<file path="src/rtl/word_to_byte_unpacker_if.sv">
// Handshake bundle between a word-wide producer, the unpacker and a byte-wide consumer.
interface word_to_byte_unpacker_if #(
    parameter int WORD_BYTES = 4
);
    logic                    in_valid;
    logic                    in_ready;
    logic [8*WORD_BYTES-1:0] in_data;
    logic                    in_last;
    logic                    out_valid;
    logic                    out_ready;
    logic [7:0]              out_data;
    logic                    out_last;
    logic                    busy;

    // Unpacker view
    modport slave (
        input  in_valid, in_data, in_last, out_ready,
        output in_ready, out_valid, out_data, out_last, busy
    );

    // Environment view: word producer plus byte consumer
    modport master (
        output in_valid, in_data, in_last, out_ready,
        input  in_ready, out_valid, out_data, out_last, busy
    );
endinterface

</file>
<file path="src/rtl/word_to_byte_unpacker.sv">
// Splits one WORD_BYTES-byte word per input handshake into a stream of byte beats,
// MSB-first or LSB-first, with zero-bubble streaming of back-to-back words.
module word_to_byte_unpacker #(
    parameter int WORD_BYTES = 4,
    parameter bit LSB_FIRST  = 1'b0
) (
    input  logic                      clk,
    input  logic                      rst_n,
    word_to_byte_unpacker_if.slave    bus
);

    localparam int CNT_W = (WORD_BYTES > 1) ? $clog2(WORD_BYTES) : 1;
    localparam logic [CNT_W-1:0] LAST_CNT = CNT_W'(WORD_BYTES - 1);

    typedef byte   byte_t;
    typedef byte_t word_t [WORD_BYTES];
    typedef enum logic {IDLE, EMIT} state_t;

    if (WORD_BYTES < 1) begin : g_bad_word_bytes
        $error("word_to_byte_unpacker: WORD_BYTES must be >= 1");
    end

    state_t           state, state_nx;
    logic [CNT_W-1:0] cnt, cnt_nx;
    logic [CNT_W-1:0] idx;
    word_t            word_q;
    logic             last_q;
    logic             at_last;
    logic             load;
    logic             beat;

    assign at_last = (cnt == LAST_CNT);
    assign beat    = (state == EMIT) && bus.out_ready;
    assign load    = bus.in_valid && bus.in_ready;
    // Byte 0 of the word is in_data[7:0]; MSB-first walks the array downwards.
    assign idx     = LSB_FIRST ? cnt : (LAST_CNT - cnt);

    always_ff @(posedge clk) begin
        if (!rst_n) begin
            state <= IDLE;
            cnt   <= '0;
        end else begin
            state <= state_nx;
            cnt   <= cnt_nx;
        end
    end

    always_comb begin
        state_nx = state;
        cnt_nx   = cnt;
        case (state)
            IDLE: begin
                if (load) begin
                    state_nx = EMIT;
                    cnt_nx   = '0;
                end
            end
            EMIT: begin
                if (beat) begin
                    if (at_last) begin
                        cnt_nx   = '0;
                        state_nx = load ? EMIT : IDLE;
                    end else begin
                        cnt_nx = cnt + 1'b1;
                    end
                end
            end
            default: state_nx = IDLE;
        endcase
    end

    always_comb begin
        bus.in_ready  = (state == IDLE) || (bus.out_ready && at_last);
        bus.out_valid = (state == EMIT);
        bus.busy      = (state == EMIT);
        bus.out_last  = (state == EMIT) && last_q && at_last;
        bus.out_data  = 8'h00;
        if (state == EMIT) begin
            bus.out_data = word_q[idx];
        end
    end

    // Word storage carries no reset; out_data is gated to zero outside EMIT.
    always_ff @(posedge clk) begin
        if (load) begin
            for (int i = 0; i < WORD_BYTES; i++) begin
                word_q[i] <= byte_t'(bus.in_data[8*i +: 8]);
            end
            last_q <= bus.in_last;
        end
    end

    a_byte_width: assert property (@(posedge clk) $bits(byte_t) == 8);
    a_word_width: assert property (@(posedge clk) $bits(word_t) == 8 * WORD_BYTES);

endmodule
</file>
<file path="src/flat_wrapper.sv">
// flat-port wrapper written by rule: the top's interface ports become plain ports
module word_to_byte_unpacker_flat 
#(
    parameter int WORD_BYTES = 4,
    parameter bit LSB_FIRST  = 1'b0
)
  (clk, rst_n, bus_in_valid, bus_in_data, bus_in_last, bus_out_ready, bus_in_ready, bus_out_valid, bus_out_data, bus_out_last, bus_busy);
  word_to_byte_unpacker_if #(.WORD_BYTES(WORD_BYTES)) bus_i ();
  input  logic clk;
  input  logic rst_n;
  input wire logic [$bits(bus_i.in_valid)-1:0] bus_in_valid;
  input wire logic [$bits(bus_i.in_data)-1:0] bus_in_data;
  input wire logic [$bits(bus_i.in_last)-1:0] bus_in_last;
  input wire logic [$bits(bus_i.out_ready)-1:0] bus_out_ready;
  output wire logic [$bits(bus_i.in_ready)-1:0] bus_in_ready;
  output wire logic [$bits(bus_i.out_valid)-1:0] bus_out_valid;
  output wire logic [$bits(bus_i.out_data)-1:0] bus_out_data;
  output wire logic [$bits(bus_i.out_last)-1:0] bus_out_last;
  output wire logic [$bits(bus_i.busy)-1:0] bus_busy;
  assign bus_i.in_valid = bus_in_valid;
  assign bus_i.in_data = bus_in_data;
  assign bus_i.in_last = bus_in_last;
  assign bus_i.out_ready = bus_out_ready;
  assign bus_in_ready = bus_i.in_ready;
  assign bus_out_valid = bus_i.out_valid;
  assign bus_out_data = bus_i.out_data;
  assign bus_out_last = bus_i.out_last;
  assign bus_busy = bus_i.busy;
  word_to_byte_unpacker #(.WORD_BYTES(WORD_BYTES), .LSB_FIRST(LSB_FIRST)) u_core (.clk(clk), .rst_n(rst_n), .bus(bus_i));
endmodule
</file>
<file path="config.mk">
export PLATFORM = sky130hd
export DESIGN_NAME = word_to_byte_unpacker_flat
export DESIGN_NICKNAME = d
export VERILOG_FILES = /design/src/rtl/word_to_byte_unpacker_if.sv /design/src/rtl/word_to_byte_unpacker.sv /design/src/flat_wrapper.sv
export SDC_FILE = /design/constraint.sdc
export NUM_CORES = 1
export LEC_CHECK = 0
export BUFFER_PORTS_ARGS = -buffer_cell sky130_fd_sc_hd__buf_2
export CORE_MARGIN = 2
export CORE_UTILIZATION = 48
export DETAILED_ROUTE_END_ITERATION = 10
export GPL_TIMING_DRIVEN = 0
export MAX_ROUTING_LAYER = met4
export PLACE_DENSITY = 0.87
export SLEW_MARGIN = 40
export SYNTH_ARGS = -nofsm -noshare
export SYNTH_HDL_FRONTEND = slang
export SYNTH_SLANG_ARGS = --single-unit
</file>
<file path="constraint.sdc">
create_clock -name clk -period 3.4 [get_ports clk]
set_input_delay 0.68 -clock clk [delete_from_list [all_inputs] [get_ports clk]]
set_output_delay 0.68 -clock clk [all_outputs]
set_load 0.005 [all_outputs]
</file>
Word level (Yosys, flattened, before mapping)
Memories as Yosys holds them, arrays and structs flattened. Cells that the tools add are included.

Add/subtract/negate cells: 2. Multipliers: 0. Divide/modulo/power cells: 0. Order comparisons: 0. Eq/ne operators: 3. Shift-type cells: 0. Multiplexer cells: 10. Bitwise logic cells: 1. Reductions and logical operators: 7.

Operators by type and width (count): 2-to-1 mux 8 bit (1); 2-to-1 mux 2 bit (3); logical AND 1 bit (5); 2-to-1 mux 1 bit (4); one-hot mux 2 bit (2 select lines) (1); adder 2 x 1 -> 2 bit, second input constant (1); == test 2 bit, second input constant (1); != test 2 x 1 -> 1 bit, second input constant (1); != test 2 bit, second input constant (1); one-hot mux 1 bit (2 select lines) (1); AND reduction 2 bit (1); subtractor 2 bit, first input constant (1); logical OR 1 bit (1); NOT 1 bit (1).

Bits in registers: 4. Latch bits: 0. Bits in writable memories: 32. Memory bits (read-only): 0. Input port bits: 37. Output and inout port bits: 12. Logic and storage cells: 27. Memories kept: 1.

Memories: u_core.word_q (depth 4, width 8, read ports 1, clocked after memory_dff 0, wr ports 4, RTL line word_to_byte_unpacker.sv:26) `word_t word_q;`.

Depth between registers and ports, before layout
Gate-level depths: netlist (run 1).

Depth after elaboration: 8. Mapped depth: 4. Gate-level depth less buffers: 3.

Worst setup path before layout (run 1)
Ideal clock, no wire load.

Path type: input port to flip-flop. From: input port bus_out_ready. To: register u_core.last_q (enable). Setup time: 0.427 ns. Data arrival time: 2.302 ns. Data required time: 2.973 ns. Path slack: 0.671 ns. Stages: 2. Path buffers: 0. Path through: a21boi_0 -> nor2b_1.

Cells in the longest elaborated chain, start to end: 3.

Ends and longest elaborated chain: from (decl) (RTL line flat_wrapper.sv:14) `input wire logic [$bits(bus_i.out_ready)-1:0] bus_out_ready;`; logical AND 1 bit (RTL line word_to_byte_unpacker.sv:73) `bus.in_ready = (state == IDLE) || (bus.out_ready && at_last);`; logical OR 1 bit (RTL line word_to_byte_unpacker.sv:73); logical AND 1 bit (RTL line word_to_byte_unpacker.sv:34) `assign load = bus.in_valid && bus.in_ready;`; named net u_core.load (RTL line word_to_byte_unpacker.sv:29) `logic load;`; to (signal assigned) (RTL line word_to_byte_unpacker.sv:89) `last_q <= bus.in_last;`; to (decl) (RTL line word_to_byte_unpacker.sv:27) `logic last_q;`.

The timed path passes the listed nets, and every way through them passes these cells. A chain may end at the register's enable or synchronous reset.

Final worst setup path (run 1)
From: register u_core.cnt[0]. To: output port bus_in_ready.

Cells in the longest elaborated chain, start to end: 3.

Ends and longest elaborated chain: from (decl) (RTL line word_to_byte_unpacker.sv:24) `logic [CNT_W-1:0] cnt, cnt_nx;`; from (signal assigned) (RTL line word_to_byte_unpacker.sv:44) `cnt <= cnt_nx;`; == test 2 bit (RTL line word_to_byte_unpacker.sv:32) `assign at_last = (cnt == LAST_CNT);`; logical AND 1 bit (RTL line word_to_byte_unpacker.sv:73); logical OR 1 bit (RTL line word_to_byte_unpacker.sv:73); to (decl) (RTL line flat_wrapper.sv:15) `output wire logic [$bits(bus_i.in_ready)-1:0] bus_in_ready;`.

No other way between the ends.

==> flow_summary.toml, run 1 <==
[layout]
drive_gt1_frac = 0.437
final_nets = 173
antenna_cells = 0
multiInputGateArea_um2 = 317
regArea_um2 = 1050
syn_to_final_growth_pct = 24.6
n_fill_cell = 185
layout_commonest_cell = "buf_2"
final_cell_mix = "buf_2, edfxtp_1, mux2i_1"

[routing]
wl_per_cell_um = 14.1
drcViolationCount = 0
ant_nets = 0
vias = 843
firstDrtPassIters = 4
viasPerCell = 5.08
drtIter0Drc = 16
finalWirelength_um = 2340

[grt]
overflow = 0
antenna_found_initial = 0
grt_pass1_wl_um = 3680
grt_util_all_layers = 0.161
grt_max_degree = 19
first_global_vias = 901

[critical_path]
path_cells = "ha_1, a21boi_0, inv_1, buf_2"
end_kind = "output pin"
crit_path_max_fanout = 5
arrival_ns = 1.58
critPathSlowestCell = "a21boi_0"
cp.required_ns = 2.72
slowest_delay_ns = 0.46
crit_type = "reg -> out"
cp-start-kind = "flip-flop"

[flow_run]
max_cap_violations = 0

[logic_synthesis]
synth_nets = 117
syn_inst = 79
synth-simple-area-share = 0.0329
synth_top_family_by_area = "multiplexers"
syn_avg_cell_area_um2 = 17.8
synth_cell_types = 21
synth_compound_area_frac = 0.0560
ys_warn_count = 0
syn_area_um2 = 1410
synth-xor-area-share = 0
synthAdderAreaFrac = 0.00890
ys_ff_latch = 36
ys_seq_area_frac = 0.747
synth_mux_area_frac = 0.122

[power]
p_total_uw = 779
irDropWorstVdd_mv = 0.389
power.leakage_uw = 0.000679
powerDensity_nw_per_um2 = 445

[clocking]
ctsResizeCount = 0
postCtsSetupRepairBufs = 0
clock_path_buffers = 2
path_clk_slew_ns = 0.10
cts_sinks = 36
cts_tree = "yes"
cts_buffers = 5
h-tree-depth = 2
clk_latency_ns = 0.32
cts_root_buf = "clkbuf_4"
cts_hold_buffers = 0

[floorplan]
core_area_um2 = 2780
row_count = 19
dieHeight_um = 58.1
boundaryPins = 49
initial_core_util = 0.506
die_w_um = 58.1
design.die.area_um2 = 3380

[run_status]
status = "complete, no violations"

[sta]
slew_headroom = 0.627
period_needed_ns = 2.26
tightest_slew_ns = 0.555
drv_slew = 0
fin_crit_sh = 0.666
grt_setup_unrepaired = "no"
fmax_ghz = 0.442
fin_tns_setup_ns = 0
timing.final.ws_setup_ns = 1.14
clock_skew_ns = 0.00747
setup_viol = 0
hold_viol = 0

[placed_design]
numPortBuffers = 48
dp_hpwl_um = 1740
place_ws_ns = 1.22
gp_congestion = 0.743

[hold_path]
hp-class = "in -> reg"
## worst max-delay path, delay by kind of cell (launching register included)
family / cells / cell delay [ns]
DFF: 1 / 0.36
adders and majority gates: 1 / 0.24
buffers and inverters: 2 / 0.21
AOI/OAI and AO/OA: 1 / 0.46
## registers in the layout, summed over array words and instances (netlist names)
register         count
u_core.bus.busy      1
u_core.word_q       32
u_core.last_q        1
u_core.cnt           2
## cells in the mapped netlist
| library cell | n | area [µm²] |
|---|---|---|
| a21boi_0 | 1 | 7.51 |
| and3_1 | 1 | 6.26 |
| buf_1 | 1 | 3.75 |
| buf_12 | 1 | 20.0 |
| buf_4 | 1 | 7.51 |
| buf_6 | 1 | 11.3 |
| dfxtp_1 | 3 | 60.1 |
| edfxtp_1 | 33 | 991 |
| ha_1 | 1 | 12.5 |
| inv_1 | 1 | 3.75 |
| mux2_2 | 1 | 11.3 |
| mux2i_1 | 16 | 160 |
| nand2_1 | 3 | 11.3 |
| nand2b_1 | 1 | 6.26 |
| nand4_1 | 1 | 6.26 |
| nor2b_1 | 1 | 6.26 |
| nor4bb_1 | 1 | 10.0 |
| o21a_1 | 1 | 7.51 |
| o21ai_1 | 1 | 5.00 |
| o22ai_1 | 8 | 50.1 |
| o2bb2ai_1 | 1 | 8.76 |
## logic make-up after synthesis
kind of cell	count (synthesis)
multiplexers	17
AND/OR/NAND/NOR	8
AO/OA/AOI/OAI	12
adder cells (fa/ha/maj)	1
flip-flops	36
buffers and inverters	5
## layout make-up
type                       count  area share
sequential                    36       0.600
multi-input combinational     38       0.181
timing repair buffer          49       0.146
buffer                         4      0.0243
tap                           31      0.0221
clock buffer                   5      0.0214
clock inverter                 2     0.00428
inverter                       1     0.00214
## stage by stage
step                       util  hold slack [ns]  instances  cell area, µm²
final                     0.630            0.526        166            1750
after global routing      0.630            0.495        166            1750
after CTS                 0.630            0.508        166            1750
after detailed placement  0.614            0.526        159            1710
after global placement    0.606            0.486        158            1690
after floorplan               -            0.476         79            1410
## routing by layer
metal | track usage | wire length (µm) | vias up
met5 | - | 0 | -
li1 | - | - | 423
met4 | 0.0764 | 12 | 0
met3 | 0.0737 | 192 | 2
met1 | 0.176 | 943 | 379
met2 | 0.252 | 1200 | 39
## power breakdown
part / total, µW / leakage, µW / internal, µW / switching, µW
clock: 190 / 0.0000261 / 72.1 / 118
combinational: 70.1 / 0.000314 / 36.9 / 33.2
sequential: 519 / 0.000339 / 511 / 8.27
total: 779 / 0.000679 / 620 / 159
## path summary, 6_finish.rpt
check / start / to / slack [ns] / depth (start not counted)
max: u_core.cnt[0]$_SDFFE_PN0P_ / bus_in_ready / 1.14 / 4
min reg2reg: u_core.cnt[0]$_SDFFE_PN0P_ / u_core.cnt[0]$_SDFFE_PN0P_ / 0.54 / 2
max reg2reg: u_core.cnt[0]$_SDFFE_PN0P_ / u_core.word_q[3][4]$_DFFE_PP_ / 1.57 / 4
min: bus_in_data[22] / u_core.word_q[2][6]$_DFFE_PP_ / 0.53 / 1
Note: power is estimated with default switching activity, not from simulation.
==> inputs of run 2 (changes only) <==
--- a/config.mk
+++ b/config.mk
@@ -5,13 +5,14 @@
 export SDC_FILE = /design/constraint.sdc
 export NUM_CORES = 1
 export LEC_CHECK = 0
+export ABC_AREA = 1
 export BUFFER_PORTS_ARGS = -buffer_cell sky130_fd_sc_hd__buf_2
 export CORE_MARGIN = 2
-export CORE_UTILIZATION = 48
+export CORE_UTILIZATION = 46
 export DETAILED_ROUTE_END_ITERATION = 10
 export GPL_TIMING_DRIVEN = 0
 export MAX_ROUTING_LAYER = met4
-export PLACE_DENSITY = 0.87
+export PLACE_DENSITY = 0.85
 export SLEW_MARGIN = 40
 export SYNTH_ARGS = -nofsm -noshare
 export SYNTH_HDL_FRONTEND = slang
==> constraint.sdc (replaced) <==
create_clock -name clk -period 1.93 [get_ports clk]
set_input_delay 0.386 -clock clk [delete_from_list [all_inputs] [get_ports clk]]
set_output_delay 0.386 -clock clk [all_outputs]
set_load 0.005 [all_outputs]
==> flow_summary.toml, run 2 <==
[layout]
reg.largest.list = "u_core.word_q (32), u_core.cnt (2)"
largest_register_ffs = 32
syn_to_final_growth_pct = 24.6
regArea_um2 = 1050
multiInputGateArea_um2 = 463
largest_register = "u_core.word_q"
final_cell_mix = "buf_2, inv_1, edfxtp_1"
final_cells = 254
antenna_cells = 0
final_nets = 244
layout_commonest_cell = "buf_2"
drive_gt1_frac = 0.432
n_fill_cell = 303

[power]
powerDensity_nw_per_um2 = 755
irDropWorstVdd_mv = 0.528
power.leakage_uw = 0.000980

[run_status]
status = "complete, no violations"

[logic_synthesis]
syn_inst = 150
ys_ff_latch = 36
async_reset_ff_frac = 0
synth_cell_types = 17
synth.top_cells.by_count = "inv_1, edfxtp_1, nand2_1, nand3_1"
netlist.area_leader.share = 0.580
synth_edf_count = 33
yosys-top-cells-area = "edfxtp_1, inv_1, nand2_1"
ys_warn_count = 0
ys_seq_area_frac = 0.615
synth_ff_type = "edfxtp_1"
syn_area_um2 = 1710
synth_nets = 188
syn_avg_cell_area_um2 = 11.4
synth.most_common_cell = "inv_1"
synth.largest_area_cell = "edfxtp_1"

[floorplan]
design.die.area_um2 = 4220
initial_core_util = 0.474
boundaryPins = 49
die_w_um = 64.9
dieHeight_um = 64.9
row_count = 22
core_area_um2 = 3610

[placed_design]
numPortBuffers = 48
place_inst = 247
gp_congestion = 0.790
dp_hpwl_um = 2180

[critical_path]
arrival_ns = 1.39
critPathTopFamily = "buffers and inverters"
slowest_delay_ns = 0.36
crit_path_max_fanout = 10
worstReg2RegStart = "u_core.cnt[0]$_SDFFE_PN0P_"
cp-start-kind = "flip-flop"
r2r_cells = 4
cp.required_ns = 1.54
crit_type = "reg -> out"
critical_path_buf_inv_count = 4
r2r_slack_ns = 0.21
critPathSlowestCell = "dfxtp_1"
startpoint = "u_core.cnt[0]$_SDFFE_PN0P_"
end_kind = "output pin"
timing.rr.end = "u_core.word_q[2][2]$_DFFE_PP_"
path_cells = "buf_6, inv_6, buf_12, nand2_4, nand3_2, a21oi_2, buf_2"

[routing]
drcViolationCount = 0
ant_nets = 0
firstDrtPassIters = 4
viasPerCell = 4.50
vias = 1142
drtIter0Drc = 77
finalWirelength_um = 2920
wl_per_cell_um = 11.5

[sta]
setup_viol = 0
hold_viol = 0
grt_setup_unrepaired = "no"
period_needed_ns = 1.77
whs_ns = 0.278
slew_headroom = 0.611
clock_skew_ns = 0.00335
fin_tns_setup_ns = 0
tightest_slew_ns = 0.583
drv_slew = 0
fin_crit_sh = 0.920
fmax_ghz = 0.563

[clocking]
path_clk_slew_ns = 0.07
h-tree-depth = 2
cts_hold_buffers = 0
cts_root_buf = "clkbuf_8"
cts_buffers = 5
clock_path_buffers = 2
postCtsSetupRepairBufs = 0
clk_latency_ns = 0.28
cts_sinks = 36
cts_tree = "yes"

[grt]
grt_util_all_layers = 0.164
first_global_vias = 1117
grt_pass1_wl_um = 4890
grt_max_degree = 20
overflow = 0
antenna_found_initial = 0

[flow_run]
max_cap_violations = 0

[hold_path]
hold_depth = 1
whs_endpoint = "u_core.word_q[3][3]$_DFFE_PP_"
worstHoldStart = "bus_in_data[27]"
hp-class = "in -> reg"
run 2: logic make-up after synthesis:
| kind of cell | count (synthesis) | share of synthesized area |
|---|---|---|
| fa+ha+maj | 1 | 0.00732 |
| simple gates | 58 | 0.199 |
| compound gates | 13 | 0.0579 |
| buf+inv | 42 | 0.120 |
| flops | 36 | 0.615 |
run 2: cell type report:
type	count	share of cell area
well taps	48	0.0282
clock buffers	6	0.0341
clock inverters	1	0.00235
inverters	37	0.0694
multi-input cells	72	0.218
plain buffers	5	0.0288
flip-flops and latches	36	0.494
repair buffers	49	0.126
run 2: timing repair:
action                                  CTS  global route
hold endpoints to repair                  0             0
gates resized for setup                   0             1
endpoints found under the setup margin    0             2
run 2: worst reg2reg max path: cells and delay by family, from the launching register on:
family	cells	cell delay, ns
compound gates	1	0.50
fa+ha+maj	1	0.22
buf+inv	1	0.23
flops	1	0.36
simple gates	1	0.12
run 2: per-layer routing:
| layer | up-vias | global-route usage | share of wire |
|---|---|---|---|
| met5 | - | - | 0 |
| met4 | 0 | 0.0532 | 0.014 |
| met3 | 6 | 0.0642 | 0.066 |
| met2 | 43 | 0.258 | 0.49 |
| met1 | 502 | 0.194 | 0.43 |
| li1 | 591 | - | - |
run 2: worst max path at each step:
stage                                          to  slack (ns)  depth (start not counted)
floorplan                 u_core.last_q$_DFFE_PP_        0.28                          3
global placement    u_core.word_q[1][3]$_DFFE_PP_        0.06                          3
detailed placement  u_core.word_q[1][3]$_DFFE_PP_        0.22                          4
CTS                               bus_out_data[4]        0.08                          5
global route                      bus_out_data[4]        0.04                          5
finish                            bus_out_data[4]        0.16                          7
run 2: metrics by stage:
step	total power [µW]	instance area, µm²	setup slack [ns]	util
2_1_floorplan	1060	1720	0.285	-
3_3_place_gp	1130	2020	0.0581	0.560
3_5_place_dp	1150	2050	0.217	0.568
4_1_cts	1620	2120	0.0794	0.589
5_1_grt	1690	2130	0.0394	0.590
6_report	1610	2130	0.155	0.590
run 2: report_power, final:
| group | total [µW] | internal [µW] | switching [µW] |
|---|---|---|---|
| clock network | 480 | 245 | 235 |
| registers | 915 | 902 | 13.4 |
| logic | 212 | 95.7 | 116 |
| total | 1610 | 1240 | 364 |
